[src/rtl/clock_enable_chain.sv]
// clock_enable_chain: STAGES cascaded one-cycle clock-enable pulses from CLK_IN.
// Each stage divides the tick of the stage below it. A divisor written at
// runtime is held in a shadow register and takes effect at the stage's next
// wrap. HOLD_I freezes the chain; SYNC_CLR_I restarts every phase.
// Optional feature macro: CLKGEN_SQUARE_OUT_EN (per-stage 50% square outputs).
module clock_enable_chain #(
   parameter int unsigned                   STAGES    = 5,
   parameter int unsigned                   CNT_WIDTH = 12,
   parameter logic [STAGES*CNT_WIDTH-1:0]   DIV_INIT  = {12'd1000, 12'd50, 12'd100, 12'd10, 12'd2},
   parameter int unsigned                   SEL_WIDTH = 3
) (
   input  logic                 CLK_IN,
   input  logic                 RESET_N,
   input  logic                 HOLD_I,
   input  logic                 SYNC_CLR_I,
   input  logic                 DIV_WR_I,
   input  logic [SEL_WIDTH-1:0] DIV_SEL_I,
   input  logic [CNT_WIDTH-1:0] DIV_VAL_I,
   output logic [STAGES-1:0]    DIV_PEND_O,
   output logic [STAGES-1:0]    CLK_EN_O,
   output logic [STAGES-1:0]    CLK_SQ_O
);

   logic [CNT_WIDTH-1:0] r_cnt    [STAGES];
   logic [CNT_WIDTH-1:0] r_active [STAGES];
   logic [CNT_WIDTH-1:0] r_shadow [STAGES];
   logic [STAGES-1:0]    r_pend;
   logic [STAGES-1:0]    r_en;

   logic [STAGES-1:0]    w_in_en;
   logic [STAGES-1:0]    w_tick;
   logic [STAGES-1:0]    w_wr_hit;

   // Ripple the terminal ticks up the chain; divisor 0 behaves like 1.
   always_comb begin
      logic                 v_in_en;
      logic [CNT_WIDTH-1:0] v_term;
      w_in_en  = '0;
      w_tick   = '0;
      w_wr_hit = '0;
      v_in_en  = 1'b1;
      v_term   = '0;
      for (int unsigned k = 0; k < STAGES; k++) begin
         v_term      = (r_active[k] == '0) ? '0 : r_active[k] - CNT_WIDTH'(1);
         w_in_en[k]  = v_in_en;
         w_tick[k]   = v_in_en && (r_cnt[k] == v_term) && !HOLD_I && !SYNC_CLR_I;
         w_wr_hit[k] = DIV_WR_I && (DIV_SEL_I == SEL_WIDTH'(k));
         v_in_en     = w_tick[k];
      end
   end

   // Stage counters, divisor shadow/apply and registered enable pulses.
   always_ff @(posedge CLK_IN or negedge RESET_N) begin
      if (!RESET_N) begin
         r_pend <= '0;
         r_en   <= '0;
         for (int unsigned k = 0; k < STAGES; k++) begin
            r_cnt[k]    <= '0;
            r_active[k] <= DIV_INIT[k*CNT_WIDTH +: CNT_WIDTH];
            r_shadow[k] <= DIV_INIT[k*CNT_WIDTH +: CNT_WIDTH];
         end
      end else if (SYNC_CLR_I) begin
         r_pend <= '0;
         r_en   <= '0;
         for (int unsigned k = 0; k < STAGES; k++) begin
            r_cnt[k] <= '0;
            if (w_wr_hit[k]) begin
               r_active[k] <= DIV_VAL_I;
               r_shadow[k] <= DIV_VAL_I;
            end else if (r_pend[k]) begin
               r_active[k] <= r_shadow[k];
            end
         end
      end else begin
         r_en <= w_tick;
         for (int unsigned k = 0; k < STAGES; k++) begin
            if (w_tick[k]) begin
               r_cnt[k] <= '0;
            end else if (w_in_en[k] && !HOLD_I) begin
               r_cnt[k] <= r_cnt[k] + CNT_WIDTH'(1);
            end
            // The wrap consumes the shadow held before this cycle; a write
            // landing on the same edge re-arms pending for the next wrap.
            if (w_tick[k] && r_pend[k]) begin
               r_active[k] <= r_shadow[k];
               r_pend[k]   <= 1'b0;
            end
            if (w_wr_hit[k]) begin
               r_shadow[k] <= DIV_VAL_I;
               r_pend[k]   <= 1'b1;
            end
         end
      end
   end

   assign DIV_PEND_O = r_pend;
   assign CLK_EN_O   = r_en;

`ifdef CLKGEN_SQUARE_OUT_EN
   logic [STAGES-1:0] r_sq;

   // Square wave toggles on every stage tick; frozen during hold.
   always_ff @(posedge CLK_IN or negedge RESET_N) begin
      if (!RESET_N) begin
         r_sq <= '0;
      end else if (SYNC_CLR_I) begin
         r_sq <= '0;
      end else begin
         r_sq <= r_sq ^ w_tick;
      end
   end

   assign CLK_SQ_O = r_sq;
`else
   assign CLK_SQ_O = '0;
`endif

endmodule
[config.mk]
export PLATFORM = sky130hd
export DESIGN_NAME = clock_enable_chain
export DESIGN_NICKNAME = d
export VERILOG_FILES = /design/src/rtl/clock_enable_chain.sv
export SDC_FILE = /design/constraint.sdc
export NUM_CORES = 1
export LEC_CHECK = 0
export BUFFER_PORTS_ARGS = -buffer_cell sky130_fd_sc_hd__buf_2
export CAP_MARGIN = 20
export CORE_MARGIN = 5
export CORE_UTILIZATION = 30
export CTS_BUF_LIST = sky130_fd_sc_hd__clkbuf_4
export CTS_CLUSTER_SIZE = 24
export DETAILED_ROUTE_END_ITERATION = 6
export GPL_TIMING_DRIVEN = 0
export PLACE_DENSITY = 0.45
export SLEW_MARGIN = 10
export SYNTH_ARGS = -nofsm -noshare
export SYNTH_HDL_FRONTEND = slang
export SYNTH_SLANG_ARGS = --single-unit
[constraint.sdc]
create_clock -name CLK_IN -period 5.7 [get_ports CLK_IN]
set_clock_uncertainty 0.1 [all_clocks]
set_input_delay 0.855 -clock CLK_IN [delete_from_list [all_inputs] [get_ports CLK_IN]]
set_output_delay 0.855 -clock CLK_IN [all_outputs]
set_load 0.005 [all_outputs]
### Word-level counts from Yosys, hierarchy flattened

Index checks and enable logic that the tools add are counted.

| word-level totals | value |
|---|---|
| memory bits (writable) | 0 |
| bits of input ports | 20 |
| bits in latches | 0 |
| flip-flop bits (word level) | 190 |
| bits in read-only memories | 0 |
| memories kept | 0 |
| output and inout bits | 15 |

| cells by class | value |
|---|---|
| bitwise gates (word level) | 0 |
| $lt $le $gt $ge | 0 |
| multiply operators | 0 |
| shift-type cells | 0 |
| div/mod/pow operators | 0 |
| mux-type cells | 44 |
| equality and inequality tests | 15 |
| add/sub/neg operators | 10 |
| reductions and logical operators | 55 |

Operators with widths:

| kind | number |
|---|---|
| $mux W12 | 30 |
| $mux W60 | 2 |
| $add A12 B1 Y12 const B | 5 |
| $eq A12 B12 Y1 | 5 |
| $logic_not A12 Y1 | 5 |
| $sub A12 B1 Y12 const B | 5 |
| $logic_and A1 B1 Y1 | 28 |
| $reduce_bool A3 Y1 | 9 |
| $ne A3 B1 Y1 const B | 6 |
| $mux W1 | 10 |
| $mux W5 | 2 |
| $reduce_and A2 Y1 | 5 |
| $reduce_bool A2 Y1 | 5 |
| $eq A3 B2 Y1 const B | 2 |
| $eq A3 B1 Y1 const B | 1 |
| $eq A3 B3 Y1 const B | 1 |
| $logic_not A3 Y1 | 1 |
| $logic_not A1 Y1 | 2 |

### Longest topological paths before layout

Gate-level depths: netlist (run 1).

| logic depth | value |
|---|---|
| word-level depth | 21 |
| mapped depth | 15 |
| depth with buffers taken out | 11 |

### Worst setup path before layout (run 1)

Ideal clock, no wire load.

| timing | value |
|---|---|
| path kind | register -> register |
| start point | reg r_active[48] (netlist bit) |
| end point | reg r_cnt[8] (netlist bit) |
| period minus slack after synthesis | 4.018 ns |
| path slack | 1.682 ns |
| required time | 5.522 ns |
| data arrival time | 3.840 ns |
| path buffers | 3 |
| stages on the path, launching flop included | 15 |
| cell sequence | dfrtp_1 > inv_1 > ha_1 > or3b_2 > clkbuf_1 > xnor2_1 > a2111oi_0 > nand4_1 > or4_4 > nor4_4 > nand3_2 > buf_2 > buf_6 > or4b_1 > a21oi_1 |

| between the ends | value |
|---|---|
| cells in the longest elaborated chain, start to end | 19 |
| elaborated cells between the ends (all ways) | 22 |
| those cells by class | add/sub (1); eq/ne (1); mux (3); reduce/logical (17) |

RTL lines:

| what | line | source |
|---|---|---|
| from (decl) | 25 | `logic [CNT_WIDTH-1:0] r_active [STAGES];` |
| from (signal, indexed assignment) | 59 | `r_active[k] <= DIV_INIT[k*CNT_WIDTH +: CNT_WIDTH];` |
| from (signal, indexed assignment) | 71 | `r_active[k] <= r_shadow[k];` |
| from (signal, indexed assignment) | 85 | `r_active[k] <= r_shadow[k];` |
| $sub A12 B1 Y12 or $logic_not A12 Y1 (tied branches) | 44 | `v_term = (r_active[k] == '0) ? '0 : r_active[k] - CNT_WIDTH'(1);` |
| $mux W12 (*) | 44 |  |
| $eq A12 B12 Y1 (*) | 46 | `w_tick[k] = v_in_en && (r_cnt[k] == v_term) && !HOLD_I && !SYNC_CLR_I;` |
| $logic_and A1 B1 Y1 (*) (11 in series) | 46 |  |
| $logic_and A1 B1 Y1 (3 in series) | 46 |  |
| $mux W12 | 77 | `if (w_tick[k]) begin` |
| $mux W60 | 62 | `end else if (SYNC_CLR_I) begin` |
| to (signal, indexed assignment) | 80 | `r_cnt[k] <= r_cnt[k] + CNT_WIDTH'(1);` |
| to (decl) | 24 | `logic [CNT_WIDTH-1:0] r_cnt [STAGES];` |

Mark *: on every way between the ends. The rest lies on a longest branch, timed or not.
A chain may end at the register's enable or synchronous reset.

### Final worst setup path (run 1)

| timing | value |
|---|---|
| start point | reg r_active[48] (netlist bit) |
| end point | reg r_active[31] (netlist bit) |

| between the ends | value |
|---|---|
| cells in the longest elaborated chain, start to end | 14 |
| elaborated cells between the ends (all ways) | 15 |
| those cells by class | add/sub (1); eq/ne (1); mux (1); reduce/logical (12) |

RTL lines:

| what | line | source |
|---|---|---|
| $sub A12 B1 Y12 or $logic_not A12 Y1 (tied branches) | 44 |  |
| $mux W12 (*) | 44 |  |
| $eq A12 B12 Y1 (*) | 46 |  |
| $logic_and A1 B1 Y1 (*) (8 in series) | 46 |  |
| $logic_and A1 B1 Y1 (*) | 84 | `if (w_tick[k] && r_pend[k]) begin` |
| $reduce_bool A2 Y1 (no line) (*) | n/a |  |
| $reduce_and A2 Y1 (no line) (*) | n/a |  |

Marks and branches as above.

==> results of run 1 <==
==> cells by family after synthesis <==
logic type / count (synthesis) / synth area share (%)
AO/OA/AOI/OAI: 341 / 18.4
adder cells (fa/ha/maj): 10 / 1.03
other: 1 / 0.0308
buffers and inverters: 150 / 4.98
multiplexers: 101 / 8.83
flip-flops: 190 / 39.3
XOR/XNOR: 66 / 4.97
AND/OR/NAND/NOR: 504 / 22.4
==> cells in the mapped netlist, drive strengths merged (15+ instances only) <==
cell,n,area (um^2)
a21o,25,188
a21oi,88,440
and3,20,125
buf,17,108
clkbuf,90,338
dfrtp,160,4000
dfstp,30,788
inv,43,161
mux2,52,586
mux2i,49,490
nand2,102,383
nand3,30,155
nor2,135,507
nor2b,27,169
nor3,35,175
nor3b,15,123
o21ai,79,395
o32a,15,150
or3,20,125
or3b,15,131
or4,19,150
xnor2,40,350
xor2,24,210
==> worst min-delay path, stage by stage (launching register included) <==
cell and delay, ps:
dfstp_2 410, inv_1 50, o21ai_0 80
==> metrics by stage <==
| step | setup slack [ps] | std cells |
|---|---|---|
| floorplan | 1680 | 1367 |
| global placement | 39.4 | 1920 |
| global route | 142 | 1957 |
| finish | 413 | 1957 |
| CTS | 409 | 1956 |
| detailed placement | 457 | 1923 |
==> where the power goes <==
group | leakage [uW] | switching (uW) | internal (uW) | total (uW)
clock network | 0.000145 | 544 | 235 | 779
registers | 0.00233 | 187 | 1570 | 1760
logic | 0.00294 | 559 | 440 | 999
==> sequential cells by signal, summed over array words and instances (netlist names) <==
register    flops
DIV_PEND_O      5
r_cnt          60
r_shadow       60
CLK_EN_O        5
r_active       60
==> final cells by class <==
cell class	instances	area, um^2
sequential	190	4790
clock inverter	13	124
clock buffer	19	143
timing repair buffer	32	220
multi-input combinational	1027	6810
inverter	43	161
antenna	1	2.50
fill	4247	26700
buffer	107	445
tap	525	657
==> final timing paths <==
check	from	endpoint	slack, ps	cells past startpoint
min reg2reg	r_shadow[9]$_DFFE_PN1P_	r_shadow[9]$_DFFE_PN1P_	420	2
max in group asynchronous	RESET_N	r_shadow[39]$_DFFE_PN1P_	3800	4
max reg2reg	r_active[48]$_DFFE_PN0P_	r_active[31]$_DFFE_PN0P_	410	14
max	r_active[48]$_DFFE_PN0P_	r_active[31]$_DFFE_PN0P_	410	14
min	r_shadow[9]$_DFFE_PN1P_	r_shadow[9]$_DFFE_PN1P_	420	2
min in group asynchronous	RESET_N	r_shadow[23]$_DFFE_PN0P_	570	2
==> placed cells by master (no fill, tap or decap), types with 11 or more instances in the layout <==
master / Yosys / final
a21o_1: 25 / 25
a21oi_1: 88 / 88
a221oi_1: 11 / 11
a32oi_1: 13 / 13
and3_1: 20 / 20
buf_2: 8 / 36
clkbuf_1: 90 / 90
clkbuf_4: 0 / 19
dfrtp_1: 160 / 160
dfstp_2: 30 / 30
inv_1: 43 / 43
mux2_2: 52 / 52
mux2i_1: 49 / 49
nand2_1: 102 / 102
nand3_1: 29 / 29
nand4_1: 14 / 14
nor2_1: 135 / 135
nor2b_1: 27 / 27
nor3_1: 35 / 35
nor3b_1: 13 / 13
nor4_1: 11 / 11
o211ai_1: 13 / 13
o21ai_0: 76 / 76
o22ai_1: 12 / 12
o31ai_1: 14 / 14
o32a_1: 15 / 15
or3_1: 20 / 20
or3b_2: 14 / 14
or4_1: 17 / 17
xnor2_1: 40 / 40
xor2_1: 24 / 24
==> layer usage <==
metal	vias up	global-route usage (%)	share of wire, %
met2	197	26.3	46
met5	-	0	0.032
met3	39	3.25	3.9
met4	2	4.64	2.2
met1	5173	23.5	48
li1	5084	-	-
==> run metrics, run 1 <==
run status finished clean; Final Util 33.4%; Clock Path Buffers 2; CTS Hold Bufs 1; share of cells above drive strength 1 13.1%; H-tree depth 4; TritonCTS clock tree done; Port Buf Inserts 28; hold_ws 418 ps; Setup CP Type reg2reg; Clock Latency Late Sink 650 ps; Avg WL per Cell 19.1 um; CTS Buf Count 17; Reg clk slew, reported paths 170 ps; crit path max fanout 10; initial antenna violation count 3; Synth cell types 83; Slew headroom 36.0%; vias in the first global route 10.1k; chip width 212 um; Pwr per Cell Area 265 mW/mm^2; DRC 0; die area 0.0448 mm^2; Seq/Total Area, Yosys 39.3%; starting density of the core 30.5%; first-pass GRT wire length 59200 um; clock tree sinks 190; Detailed Route Iter0 Violations 715; Buf+Inv Stages, Crit Path 4; Max Cap Viol 0; Final Cycle Share 92.8%; slew at the pin closest to its max-slew limit 960 ps; Layout area overhead 9.53%; CP arrival 5710 ps; FF+latch count, synth 190; GR Util All Layers 16.7%; nature of the critical path startpoint flop; largest net degree at the start of global routing 83; Worst path max stage delay 630 ps; Final Setup Violations 0; Fmax 189 MHz; Vert. Die Dim 212 um; ys flop type dfrtp_1; PostCTS Resize Cnt 0; CTS Root Cell clkbuf_4; RSZ-0062 raised after global routing no; I/O pin count 35; Mean Syn Cell Area 8.94 um^2; EDFF count, synth 0; Gate Count Post-Synth 1363; vias 10.5k; Core Region 0.0400 mm^2; total gr overflow 0; yosys warns 0; GP Congestion 0.828; Worst Setup End Kind flop; endpoints failing hold 0; First-pass DRT Iterations 5; final instance area 0.0134 mm^2; Final Power 3530 uW; share of flip-flops with an asynchronous set or reset 100%; row count 73; WP data required 6120 ps; Post-Syn Area 0.0122 mm^2; Post-CTS Setup Bufs 0; Max IR drop VDD 0.000135 V; crit-path most repeated cell clkbuf_1; Crit path max-delay family simple AND/OR/NAND/NOR gates; Post-Place Cell Area 0.0131 mm^2; antenna viol nets, final 0; Tmin final 5290 ps; max-slew violation count 0; CP Cell Sequence inv_1, ha_1, or3b_2, clkbuf_1, xnor2_1, a2111oi_0, nand4_1, or4_4, nor4_4, buf_2, a21o_1, and2_1, clkbuf_1, o22ai_1; Layout Nets 1448; min-delay worst type reg2reg; Pleak 0.00541 uW; total wire length 37300 um; Setup TNS 0 ps; vias per cell 5.36; crit path max-delay cell type a2111oi_0; post-DP HPWL 26500 um
Note: power is estimated with default switching activity, not from simulation.
==> run 2, diff against run 1 <==
CORE_MARGIN = unset   (was 5)
==> run 2 against run 1 <==
Non-clock buffer count did not move. Count of clock-buffer cells in the layout down 2. Die area decreased by 7.4%. Utilization increased by 0.11 points. Largest cell class unchanged.
==> run metrics, run 2 (same netlist as run 1, synthesis figures left out) <==
biggest regs r_active x60, r_cnt x60, r_shadow x60; H-tree depth 4 (unchanged); Core Region 0.0399 mm^2 (-0.23%); TritonCTS clock tree done; share of cells above drive strength 1 13.1% (unchanged); Setup CP Type reg2reg; RSZ-0062 raised after global routing no; GP Congestion 0.841 (+1.6%); Sw Pwr 1330 uW (+2.8%); Max IR drop VDD 0.000132 V (-2.4%); final non-filler cell total 1958 (+0.051%); most common cell after layout, fill and taps aside dfrtp_1; I/O pin count 35 (unchanged); share of power burned in registers 49.3% (-0.4 points); Layout area overhead 9.65%; WP data required 6130 ps (about the same); max-slew violation count 0 (unchanged); post-DP HPWL 26700 um (+0.56%); Max Cap Viol 0 (unchanged); Vert. Die Dim 204 um (-3.8%); Pleak 0.00543 uW (+0.21%); crit path max fanout 10 (unchanged); antenna viol nets, final 0 (unchanged); die area 0.0414 mm^2 (-7.4%); Detailed Route Iter0 Violations 564 (-21%); min-delay worst type in2reg; endpoints failing hold 0 (unchanged); total gr overflow 0 (unchanged); Clock Path Buffers 2 (unchanged); clock tree sinks 190 (unchanged); Setup TNS 0 ps (unchanged); Layout Nets 1448 (unchanged); starting density of the core 30.5% (+0.070 points); largest net degree at the start of global routing 66 (-20%); Final Util 33.5% (+0.11 points); Pwr per Cell Area 267 mW/mm^2 (+0.92%); row count 73 (unchanged); First-pass DRT Iterations 6 (+1); Port Buf Inserts 28 (unchanged); DRC 0 (unchanged); Final Cycle Share 90.2% (-2.5 points); Reg clk slew, reported paths 160 ps (about the same); Avg WL per Cell 19.2 um (+0.86%); clock power share 22.5% (+0.5 points); chip width 204 um (-3.8%); combinational share of power 28.3% (about the same); Fmax 194 MHz (+2.8%); slew at the pin closest to its max-slew limit 969 ps (+9.70 ps); Clock Latency Late Sink 680 ps (+30 ps); hold_ws 420 ps (+2.01 ps); total wire length 37700 um (+0.91%); PostCTS Resize Cnt 0 (unchanged); nature of the critical path startpoint flop; vias 10.5k (+0.47%); Slew headroom 33.7% (-2.3 points); Tmin final 5140 ps (-143 ps); Placed Instances 1923 (unchanged); Final Setup Violations 0 (unchanged); GR Util All Layers 18.8% (+2.1 points); CP arrival 5570 ps (-140 ps); run status finished clean; CTS Root Cell clkbuf_4; Worst Setup End Kind flop; cell internal pwr 2240 uW (about the same); first-pass GRT wire length 60600 um (+2.4%); vias per cell 5.39 (+0.42%); sw frac 37.1% (+0.65 points); CTS Buf Count 17 (unchanged); vias in the first global route 10.4k (+2.8%); most frequent cells in the layout dfrtp_1, nor2_1, nand2_1, clkbuf_1, a21oi_1; initial antenna violation count 2 (-1); Final Power 3570 uW (+1.0%)
-- run 2: cell count changes in the layout (fill, tap and decap cells not counted), sizes merged --
cell | previous run | this run
diode | 1 | 2
clkinvlp | 1 | 0
inv | 50 | 52
clkinv | 4 | 5
clkbuf | 109 | 107
-- run 2: layout make-up --
cell class                      instances  area [um^2]
Antenna cell                            2         5.00
Buffer                                107          445
Clock buffer                           17          128
Clock inverter                         15          151
Fill cell                            4156        26500
Inverter                               43          161
Multi-Input combinational cell       1027         6810
Sequential cell                       190         4790
Tap cell                              525          657
Timing Repair Buffer                   32          220
-- run 2: metrics by stage --
stage / setup slack [ps] / cell area [um^2]
2_1_floorplan: 1680 / 12200
3_3_place_gp: 84.4 / 13000
3_5_place_dp: 579 / 13100
4_1_cts: 536 / 13400
5_1_grt: 291 / 13400
6_report: 556 / 13400
-- run 2: worst paths after layout --
| path | slack [ps] | startpoint | depth (start not counted) | to |
|---|---|---|---|---|
| max | 560 | r_active[48]$_DFFE_PN0P_ | 14 | r_active[31]$_DFFE_PN0P_ |
| min | 420 | DIV_VAL_I[8] | 3 | r_active[32]$_DFFE_PN0P_ |
| max reg2reg | 560 | r_active[48]$_DFFE_PN0P_ | 14 | r_active[31]$_DFFE_PN0P_ |
| min reg2reg | 430 | r_shadow[50]$_DFFE_PN0P_ | 1 | r_shadow[50]$_DFFE_PN0P_ |
| max in group asynchronous | 4120 | RESET_N | 3 | r_active[37]$_DFFE_PN1P_ |
| min in group asynchronous | 560 | RESET_N | 2 | r_cnt[10]$_DFFE_PN0P_ |
-- run 2: repair_timing --
item | 4_1_cts | 5_1_grt
hold buffers | 1 | 0
endpoints found under the hold margin | 14 | 0
endpoints found under the setup margin | 0 | 0
setup buffers | 0 | 0
-- run 2: power by group through the flow --
stage	combinational, uW	clock [uW]	sequential (uW)
global placement	984	0	1780
global route	1130	880	1790
detailed placement	1010	0	1780
finish	1010	802	1760
floorplan	764	0	1720
CTS	1010	834	1760
-- run 2: routing by layer --
| metal | GRT usage, % | wire (um) |
|---|---|---|
| met4 | 4.30 | 495 |
| met2 | 30.0 | 17200 |
| met1 | 26.3 | 18600 |
| met5 | 0 | 0 |
| met3 | 3.36 | 1300 |
-- run 2: critical path, stage by stage, from the launching register on --
cell and delay (ps):
dfrtp_1 460, inv_1 100, ha_1 180, or3b_2 440
clkbuf_1 210, xnor2_1 190, a2111oi_0 600, nand4_1 180
or4_4 610, nor4_4 450, buf_2 370, a21o_1 350
and2_1 240, clkbuf_1 390, o22ai_1 130
==> run 3, diff against run 2 <==
CORE_UTILIZATION = 60   (was 30)
PLACE_DENSITY = 0.78   (was 0.45)
==> run 3 against run 2 <==
Sequential power about the same. Sequential share of layout area rose by 1.0 points. Cell count is 13% lower. Maximum frequency is 0.39% higher. Register-to-register slack improved by 20 ps. Global-route usage rose by 14 points. Non-clock buffer count decreased by 2. Die area decreased by 50%. Flip-flop and latch count stayed put. Clock power down 5.5%. Hold slack lost 310 ps. Wire length down 14%. Critical endpoint is now r_active[25]$_DFFE_PN0P_. Largest power group unchanged.
==> run metrics, run 3 (same netlist as run 1, synthesis figures left out) <==
run status finished clean; Final Util 65.9% (+32 points); Max Cap Viol 0 (unchanged); TritonCTS clock tree done; cell internal pwr 2270 uW (+1.3%); nature of the critical path startpoint flop; endpoints failing hold 0 (unchanged); total gr overflow 0 (unchanged); vias in the first global route 10.3k (-1.5%); post-DP HPWL 22800 um (-15%); Layout area overhead 6.62%; most common cell after layout, fill and taps aside dfrtp_1; Post-CTS Setup Bufs 0 (unchanged); CTS Root Cell clkbuf_4; H-tree depth 4 (unchanged); Avg WL per Cell 19.1 um (-0.80%); I/O pin count 35 (unchanged); Placed Instances 1662 (-14%); Port Buf Inserts 28 (unchanged); row count 51 (-30%); initial antenna violation count 1 (-1); combinational share of power 28.3% (about the same); PostCTS Resize Cnt 0 (unchanged); Sw Pwr 1240 uW (-6.5%); Worst Setup End Kind flop; antenna viol nets, final 0 (unchanged); slew at the pin closest to its max-slew limit 873 ps (-96.6 ps); RSZ-0062 raised after global routing no; chip width 145 um (-29%); GR Util All Layers 32.7% (+14 points); Reg clk slew, reported paths 160 ps (about the same); max-slew violation count 0 (unchanged); Detailed Route Iter0 Violations 989 (+75%); Pwr per Cell Area 270 mW/mm^2 (+1.2%); crit path max fanout 10 (unchanged); min-delay worst type in2async; final instance area 0.0130 mm^2 (-2.8%); sw frac 35.3% (-1.9 points); Tmin final 5120 ps (-20.1 ps); vias per cell 6.39 (+19%); Layout Nets 1446 (-0.14%); Slew headroom 40.3% (+6.6 points); Core Region 0.0197 mm^2 (-51%); Final Cycle Share 89.9% (-0.35 points); GP Congestion 0.963 (+15%); Clock Latency Late Sink 610 ps (-70 ps); Clock Path Buffers 2 (unchanged); Fmax 195 MHz (+0.39%); share of power burned in registers 50.1% (+0.8 points); WP data required 6070 ps (-60 ps); Pleak 0.00541 uW (-0.31%); largest net degree at the start of global routing 99 (+50%); Vert. Die Dim 145 um (-29%); CP arrival 5490 ps (-80 ps); die area 0.0209 mm^2 (-50%); CTS Buf Count 17 (unchanged); DRC 0 (unchanged); first-pass GRT wire length 52900 um (-13%); total wire length 32400 um (-14%); Setup TNS 0 ps (unchanged); vias 10.8k (+2.8%); Setup CP Type reg2reg; starting density of the core 61.8% (+31 points); clock tree sinks 190 (unchanged); share of cells above drive strength 1 13.1% (-0.052 points); CTS Hold Bufs 0 (-1); FILL cells 1683 (-60%); final non-filler cell total 1695 (-13%); Final Setup Violations 0 (unchanged); most frequent cells in the layout dfrtp_1, nor2_1, nand2_1, clkbuf_1, a21oi_1; Max IR drop VDD 0.000168 V (+27%); clock power share 21.6% (-0.9 points); First-pass DRT Iterations 6 (unchanged); Post-Place Cell Area 0.0127 mm^2 (-2.7%); biggest regs r_active x60, r_cnt x60, r_shadow x60
run 3: changes by cell type in the layout (fill, tap and decap cells not counted), sizes merged:
cell	before	now
clkbuf	107	108
dlygate4sd3	1	0
clkinv	5	8
buf	48	47
bufinv	1	2
inv	52	47
diode	2	1
run 3: metal layers:
metal	GRT usage, %	routed length, um	up-vias
met4	9.53	602	0
met3	6.13	2350	57
met2	53.0	15300	408
met1	44.3	14200	5289
met5	0	0	-
li1	-	-	5080
run 3: power by group through the flow:
| stage | Sequential (uW) | Clock, uW | Combinational [uW] |
|---|---|---|---|
| 2_1_floorplan | 1720 | 0 | 764 |
| 3_3_place_gp | 1770 | 0 | 943 |
| 3_5_place_dp | 1780 | 0 | 979 |
| 4_1_cts | 1750 | 765 | 982 |
| 5_1_grt | 1790 | 819 | 1100 |
| 6_report | 1760 | 758 | 994 |
run 3: area by class of cell:
cell class                      count  area, um^2  area share (%)
Sequential cell                   190        4790            36.9
Inverter                           43         161            1.24
Clock buffer                       18         135            1.04
Tap cell                          265         332            2.55
Antenna cell                        1        2.50          0.0193
Timing Repair Buffer               30         183            1.41
Multi-Input combinational cell   1027        6810            52.4
Buffer                            107         445            3.43
Clock inverter                     14         140            1.08
run 3: stage by stage:
stage	power (uW)	setup slack (ps)	hold slack [ps]
finish	3510	576	107
global placement	2710	567	387
floorplan	2480	1680	376
CTS	3500	687	168
global route	3710	374	175
detailed placement	2760	743	393
run 3: worst paths after layout:
kind | from | end | slack, ps | cells after the start
setup reg to reg | r_active[48]$_DFFE_PN0P_ | r_active[25]$_DFFE_PN0P_ | 580 | 14
min in group CLK_IN | r_shadow[6]$_DFFE_PN1P_ | r_shadow[6]$_DFFE_PN1P_ | 410 | 2
setup / recovery | r_active[48]$_DFFE_PN0P_ | r_active[25]$_DFFE_PN0P_ | 580 | 14
max in group asynchronous | RESET_N | r_active[5]$_DFFE_PN1P_ | 4450 | 2
hold / removal | RESET_N | r_cnt[33]$_DFFE_PN0P_ | 110 | 1
hold reg to reg | r_shadow[6]$_DFFE_PN1P_ | r_shadow[6]$_DFFE_PN1P_ | 410 | 2
run 3: worst max-delay path: stages, from the launching register on:
cell	delay, ps
dfrtp_1	490
inv_1	110
ha_1	200
or3b_2	450
clkbuf_1	230
xnor2_1	190
a2111oi_0	560
nand4_1	160
or4_4	600
nor4_4	510
buf_2	340
a21o_1	310
and2_1	210
clkbuf_1	390
o22ai_1	140
